===== src/rtl/fft_fix_pkg.sv =====
// Shared fixed-point definitions for the FFT datapath and its calibration divider.
// Widths, saturation limits, divider FSM states and the quotient clamp helper.
package fft_fix_pkg;

    localparam int unsigned DW   = 17;
    localparam int unsigned CW   = 8;
    localparam int unsigned FRAC = 7;
    localparam int unsigned QW   = DW + FRAC;
    localparam int unsigned RW   = CW + 1;
    localparam int unsigned CNTW = $clog2(QW);

    localparam logic [DW-1:0] POS_MAX = 17'h0FFFF;
    localparam logic [DW-1:0] NEG_MIN = 17'h10000;

    typedef enum logic [1:0] {
        IDLE = 2'd0,
        CALC = 2'd1,
        DONE = 2'd2
    } state_t;

    // Returns {sat, q}: applies the sign to a truncated magnitude and clamps to DW bits.
    function automatic logic [DW:0] sat_quot(input logic sign, input logic [QW-1:0] mag);
        logic [DW:0]   res;
        logic [DW-1:0] m;
        m = mag[DW-1:0];
        if (!sign) begin
            if (mag > {{(QW-DW){1'b0}}, POS_MAX}) res = {1'b1, POS_MAX};
            else                                  res = {1'b0, m};
        end else begin
            if (mag > {{(QW-DW){1'b0}}, NEG_MIN}) res = {1'b1, NEG_MIN};
            else                                  res = {1'b0, -m};
        end
        return res;
    endfunction

endpackage


===== src/rtl/div16_seq_divu.sv =====
// Unsigned 24/8 restoring divider core: one quotient bit per step.
// The quotient shifts into the dividend register as dividend bits shift out.
module divu_core
    import fft_fix_pkg::*;
(
    input  logic          clk,
    input  logic          rst_n,
    input  logic          i_load,
    input  logic          i_step,
    input  logic [QW-1:0] i_dvd,
    input  logic [CW-1:0] i_dvs,
    output logic          o_last,
    output logic [QW-1:0] o_quo_nxt
);

    logic [QW-1:0]   r_dvd;
    logic [RW-1:0]   r_rem;
    logic [CW-1:0]   r_dvs;
    logic [CNTW-1:0] r_cnt;

    logic [RW:0]     w_sh;
    logic            w_ge;
    logic [RW-1:0]   w_rem_nxt;

    always_comb begin
        w_sh      = {r_rem, r_dvd[QW-1]};
        w_ge      = (w_sh >= {2'b00, r_dvs});
        w_rem_nxt = w_ge ? RW'(w_sh - {2'b00, r_dvs}) : w_sh[RW-1:0];
        o_quo_nxt = {r_dvd[QW-2:0], w_ge};
        o_last    = (r_cnt == '0);
    end

    always_ff @(posedge clk) begin
        if (!rst_n) begin
            r_dvd <= '0;
            r_rem <= '0;
            r_dvs <= '0;
            r_cnt <= '0;
        end else if (i_load) begin
            r_dvd <= i_dvd;
            r_rem <= '0;
            r_dvs <= i_dvs;
            r_cnt <= CNTW'(QW - 1);
        end else if (i_step) begin
            r_dvd <= o_quo_nxt;
            r_rem <= w_rem_nxt;
            r_cnt <= r_cnt - CNTW'(1);
        end
    end

endmodule


===== src/rtl/div16_seq.sv =====
// Sequential signed divider q = (a * 2^FRAC) / b, inverse of the 17x8 fractional multiply.
// Sign handling, saturation and valid/ready handshakes around the unsigned core.
module div16_seq
    import fft_fix_pkg::*;
(
    input  logic          clk,
    input  logic          rst_n,
    input  logic          in_valid,
    output logic          in_ready,
    input  logic [DW-1:0] in_a,
    input  logic [CW-1:0] in_b,
    output logic          out_valid,
    input  logic          out_ready,
    output logic [DW-1:0] out_q,
    output logic          out_sat,
    output logic          out_div0
);

    state_t        r_state;
    logic          r_sign;
    logic [DW-1:0] r_q;
    logic          r_sat;
    logic          r_div0;

    logic [DW-1:0] w_abs_a;
    logic [CW-1:0] w_abs_b;
    logic          w_b_zero;
    logic          w_load;
    logic          w_step;
    logic          w_last;
    logic [QW-1:0] w_dvd;
    logic [QW-1:0] w_quo_nxt;
    logic [DW:0]   w_res;

    // Magnitudes stay unsigned at full width: -65536 -> 65536, -128 -> 128.
    always_comb begin
        w_abs_a  = in_a[DW-1] ? -in_a : in_a;
        w_abs_b  = in_b[CW-1] ? -in_b : in_b;
        w_b_zero = (in_b == '0);
        w_load   = in_valid && (r_state == IDLE) && !w_b_zero;
        w_step   = (r_state == CALC);
        w_dvd    = {w_abs_a, {FRAC{1'b0}}};
        w_res    = sat_quot(r_sign, w_quo_nxt);
    end

    divu_core u_core (
        .clk       (clk),
        .rst_n     (rst_n),
        .i_load    (w_load),
        .i_step    (w_step),
        .i_dvd     (w_dvd),
        .i_dvs     (w_abs_b),
        .o_last    (w_last),
        .o_quo_nxt (w_quo_nxt)
    );

    // The result is formed from the core's final-step quotient on the edge entering DONE.
    always_ff @(posedge clk) begin
        if (!rst_n) begin
            r_state <= IDLE;
            r_sign  <= 1'b0;
            r_q     <= '0;
            r_sat   <= 1'b0;
            r_div0  <= 1'b0;
        end else begin
            case (r_state)
                IDLE: begin
                    if (in_valid) begin
                        r_sign <= in_a[DW-1] ^ in_b[CW-1];
                        if (w_b_zero) begin
                            r_state <= DONE;
                            r_q     <= in_a[DW-1] ? NEG_MIN : POS_MAX;
                            r_sat   <= 1'b1;
                            r_div0  <= 1'b1;
                        end else begin
                            r_state <= CALC;
                        end
                    end
                end
                CALC: begin
                    if (w_last) begin
                        r_state <= DONE;
                        r_q     <= w_res[DW-1:0];
                        r_sat   <= w_res[DW];
                        r_div0  <= 1'b0;
                    end
                end
                DONE: begin
                    if (out_ready) r_state <= IDLE;
                end
                default: r_state <= IDLE;
            endcase
        end
    end

    assign in_ready  = (r_state == IDLE);
    assign out_valid = (r_state == DONE);
    assign out_q     = r_q;
    assign out_sat   = r_sat;
    assign out_div0  = r_div0;

endmodule


===== config.mk =====
export PLATFORM = sky130hd
export DESIGN_NAME = div16_seq
export DESIGN_NICKNAME = d
export VERILOG_FILES = /design/src/rtl/fft_fix_pkg.sv /design/src/rtl/div16_seq_divu.sv /design/src/rtl/div16_seq.sv
export SDC_FILE = /design/constraint.sdc
export NUM_CORES = 1
export LEC_CHECK = 0
export CAP_MARGIN = 20
export CORE_MARGIN = 4
export CORE_UTILIZATION = 35
export CTS_CLUSTER_SIZE = 40
export DETAILED_ROUTE_END_ITERATION = 10
export GPL_ROUTABILITY_DRIVEN = 0
export PLACE_DENSITY = 0.67
export SETUP_SLACK_MARGIN = 0.02
export SKIP_CTS_REPAIR_TIMING = 1
export SYNTH_ARGS = -nofsm -noshare
export SYNTH_HDL_FRONTEND = slang
export SYNTH_SLANG_ARGS = --single-unit

===== constraint.sdc =====
create_clock -name clk -period 3 [get_ports clk]
set_input_delay 0.3 -clock clk [delete_from_list [all_inputs] [get_ports clk]]
set_output_delay 0.3 -clock clk [all_outputs]
set_load 0.02 [all_outputs]

==> results.json <==
{
  "crit_arrival_ns": 3.17,
  "yosys.area.top_type": "dfxtp_1",
  "p_int_mw": 2.29,
  "grt_pass1_vias": 4094,
  "layout-drive-gt1-share_pct": 13.1,
  "combPwrFrac_pct": 37.0,
  "dieWidth_um": 118,
  "io_buffers": 49,
  "mostFrequentLayoutCells": "nand2_1, dfxtp_1, clkdlybuf4s50_1, o21ai_0, buf_4",
  "ir_worst_vdd_v": 0.000309,
  "maxSlewHeadroom_pct": 57.5,
  "fin_area_um2": 5490,
  "diodes": 0,
  "hold_path_class": "register to register",
  "ys_ff_latch": 68,
  "worstPathCellList": "inv_2, ha_4, fa_2, nand2b_4, o2bb2ai_4, a21oi_4, nor2_4, ha_4, nand2b_4, nand2b_4, or4b_4, a21o_1, buf_4, o31a_1, a21oi_1",
  "ant_nets": 0,
  "cts.sinks": 68,
  "finalCriticalPeriod_ns": 2.91,
  "synth-async-reset-ratio_pct": 0,
  "drv_cap": 0,
  "routed_wl_mm": 12.1,
  "ios": 50,
  "synth-edff-count": 0,
  "final_common_cell": "nand2_1",
  "switching_share_pct": 34.0,
  "synth.avg_cell_area_um2": 7.61,
  "crit_fanout": 4,
  "worstReg2RegEnd": "out_q[8]",
  "grt_use_total_pct": 17.0,
  "dieHeight_um": 118,
  "clock_power_share_pct": 32.1,
  "cts_tree": "built",
  "p_per_area_nw_per_um2": 631,
  "grt_max_degree": 45,
  "dieArea_um2": 13900,
  "finish.utilization_pct": 47.3,
  "core_um2": 11600,
  "drc_errors": 0,
  "finalSetupViolations": 0,
  "crit_required_ns": 3.27,
  "synth_top_family_by_area": "simple AND/OR/NAND/NOR gates",
  "muxShareOfSynthArea_pct": 0.950,
  "reg2reg_setup_slack_ns": 0.09,
  "drtIter0Drc": 243,
  "status": "completed",
  "cts_buffers": 9,
  "drt-pass1-iter-count": 5,
  "via_per_inst": 5.71,
  "synthFlopType": "dfxtp_1",
  "dp_cells": 744,
  "p_seq_share_pct": 30.9,
  "holdWs_ns": 0.461,
  "clock_latency_ns": 0.33,
  "synthAdderAreaFrac_pct": 4.33,
  "clkSlewWorstSetupHoldPaths_ns": 0.06,
  "syn_inst": 554,
  "fin_ws_ns": 0.0939,
  "worst_slew_pin_slew_ns": 0.631,
  "antenna_found_initial": 0,
  "finalHoldViolCount": 0,
  "cpMaxStageDelayCell": "or4b_4",
  "clock-root-buffer": "clkbuf_16",
  "synth_compound_area_share_pct": 24.6,
  "h-tree-depth": 3,
  "synth-xor-area-share_pct": 6.44,
  "synthTopCellsByArea": "dfxtp_1, nand2_1, o21ai_0",
  "worstHoldPathCells": 2,
  "cts.path.max_buffers": 2,
  "area_growth_pct": 30.3,
  "yosysWarnings": 0,
  "synthSimpleGateAreaFrac_pct": 26.1,
  "nets": 658,
  "synth_top_area_share_pct": 32.3,
  "overflow": 0,
  "leakage_nw": 2.17,
  "rows": 39,
  "skew_ns": 0.00952,
  "start_util_pct": 36.3,
  "timing.final.crit_share_pct": 96.9,
  "final_cells": 763,
  "crit_top_cell": "nand2b_4",
  "ff2ff_path_depth": 15,
  "cp-start-kind": "register",
  "syn_nets": 597,
  "critPathCaptureType": "register",
  "dp_hpwl_mm": 8.85,
  "fmax_ghz": 0.344,
  "switching_power_mw": 1.18,
  "vias": 4355,
  "synth.cell_area_um2": 4210,
  "wl_per_cell_um": 15.9,
  "hp-start": "out_q[16]",
  "synth_cell_types": 57,
  "place_ws_ns": -0.0623,
  "rsz0062_at_grt": "false",
  "drv_slew": 0,
  "grt_pass1_wl_mm": 19.9,
  "hold_end": "out_q[16]",
  "yosysSeqAreaShare_pct": 32.3,
  "slowest_delay_ns": 0.50,
  "r2r-start": "u_core.r_dvd[23]",
  "dpl_cell_area_um2": 5040,
  "critical_path_class": "register to register"
}
cell usage after synthesis, drive strengths merged (3+ instances only):
master	count
a211oi	11
a21boi	6
a21o	3
a21oi	32
a31o	3
a31oi	14
a41oi	3
and2	4
and3	8
buf	5
clkbuf	28
dfxtp	68
ha	13
inv	23
mux2i	4
nand2	88
nand2b	7
nand3	16
nand4	6
nor2	32
nor2b	6
nor3	14
nor4	12
o211a	11
o211ai	5
o21a	6
o21ai	38
o21bai	3
o22ai	3
o31ai	4
o41ai	4
or2	4
or3	8
or4	7
xnor2	18
xor2	13
layer usage:
metal  global-route usage, %  up-vias  routed length (µm)
li1                        -     2123                   -
met1                    22.4     2052                5290
met2                    28.5      165                5860
met3                    3.08       15                 786
met5                       0        -                   0
met4                    4.98        0                 171
power groups by stage:
| stage | registers [mW] | logic (mW) | clock network (mW) |
|---|---|---|---|
| floorplan | 1.08 | 0.774 | 0 |
| global placement | 1.08 | 1.16 | 0 |
| detailed placement | 1.08 | 1.18 | 0 |
| CTS | 1.07 | 1.18 | 1.13 |
| global route | 1.08 | 1.39 | 1.17 |
| finish | 1.07 | 1.28 | 1.11 |
worst max path at each step:
| stage | startpoint | to | slack [ns] | cells after the start |
|---|---|---|---|---|
| final | u_core.r_dvd[23] | out_q[8] | 0.09 | 15 |
| after detailed placement | u_core.r_dvd[23] | out_q[7] | -0.06 | 15 |
| after floorplan | u_core.r_dvd[23] | out_q[6] | 0.06 | 14 |
| after CTS | u_core.r_dvd[23] | out_q[7] | -0.07 | 15 |
| after global placement | u_core.r_dvs[5] | out_q[6] | 0.11 | 13 |
| after global routing | u_core.r_dvs[1] | out_q[8] | 0.01 | 13 |
critical path: cells and delay by family, from the launching register on:
family / cells / cell delay [ns]
simple gates: 5 / 0.98
compound gates: 5 / 0.83
fa+ha+maj: 3 / 0.49
flops: 1 / 0.33
buf+inv: 2 / 0.21
flip-flops by register name, indices dropped and copies added (netlist names):
register / count
u_core.r_dvs: 8
u_core.r_dvd: 24
u_core.r_rem: 9
u_core.r_cnt: 5
r_sign: 1
out_q: 17
out_div0: 1
out_sat: 1
r_state: 2
area by class of cell:
type / count / area (µm²)
flip-flops and latches: 68 / 1360
fillers: 1117 / 6120
multi-input cells: 429 / 2790
well taps: 143 / 179
inverters: 24 / 90.1
repair buffers: 83 / 753
clock buffers: 12 / 236
clock inverters: 4 / 73.8
through the flow:
stage | power (mW) | setup TNS (ns)
finish | 3.46 | 0
CTS | 3.38 | -0.105
global route | 3.64 | 0
floorplan | 1.86 | 0
detailed placement | 2.26 | -0.0929
global placement | 2.24 | 0
kinds of logic (layout without fill, tap and decap cells):
logic type / after synthesis / count (layout)
adders and majority gates: 14 / 14
DFF: 68 / 68
muxes: 4 / 4
buffers and inverters: 57 / 123
AOI/OAI and AO/OA: 157 / 157
and+or+nand+nor: 223 / 223
xor gates and xnor gates: 31 / 31
No activity file was read; power rests on OpenSTA's default activity.
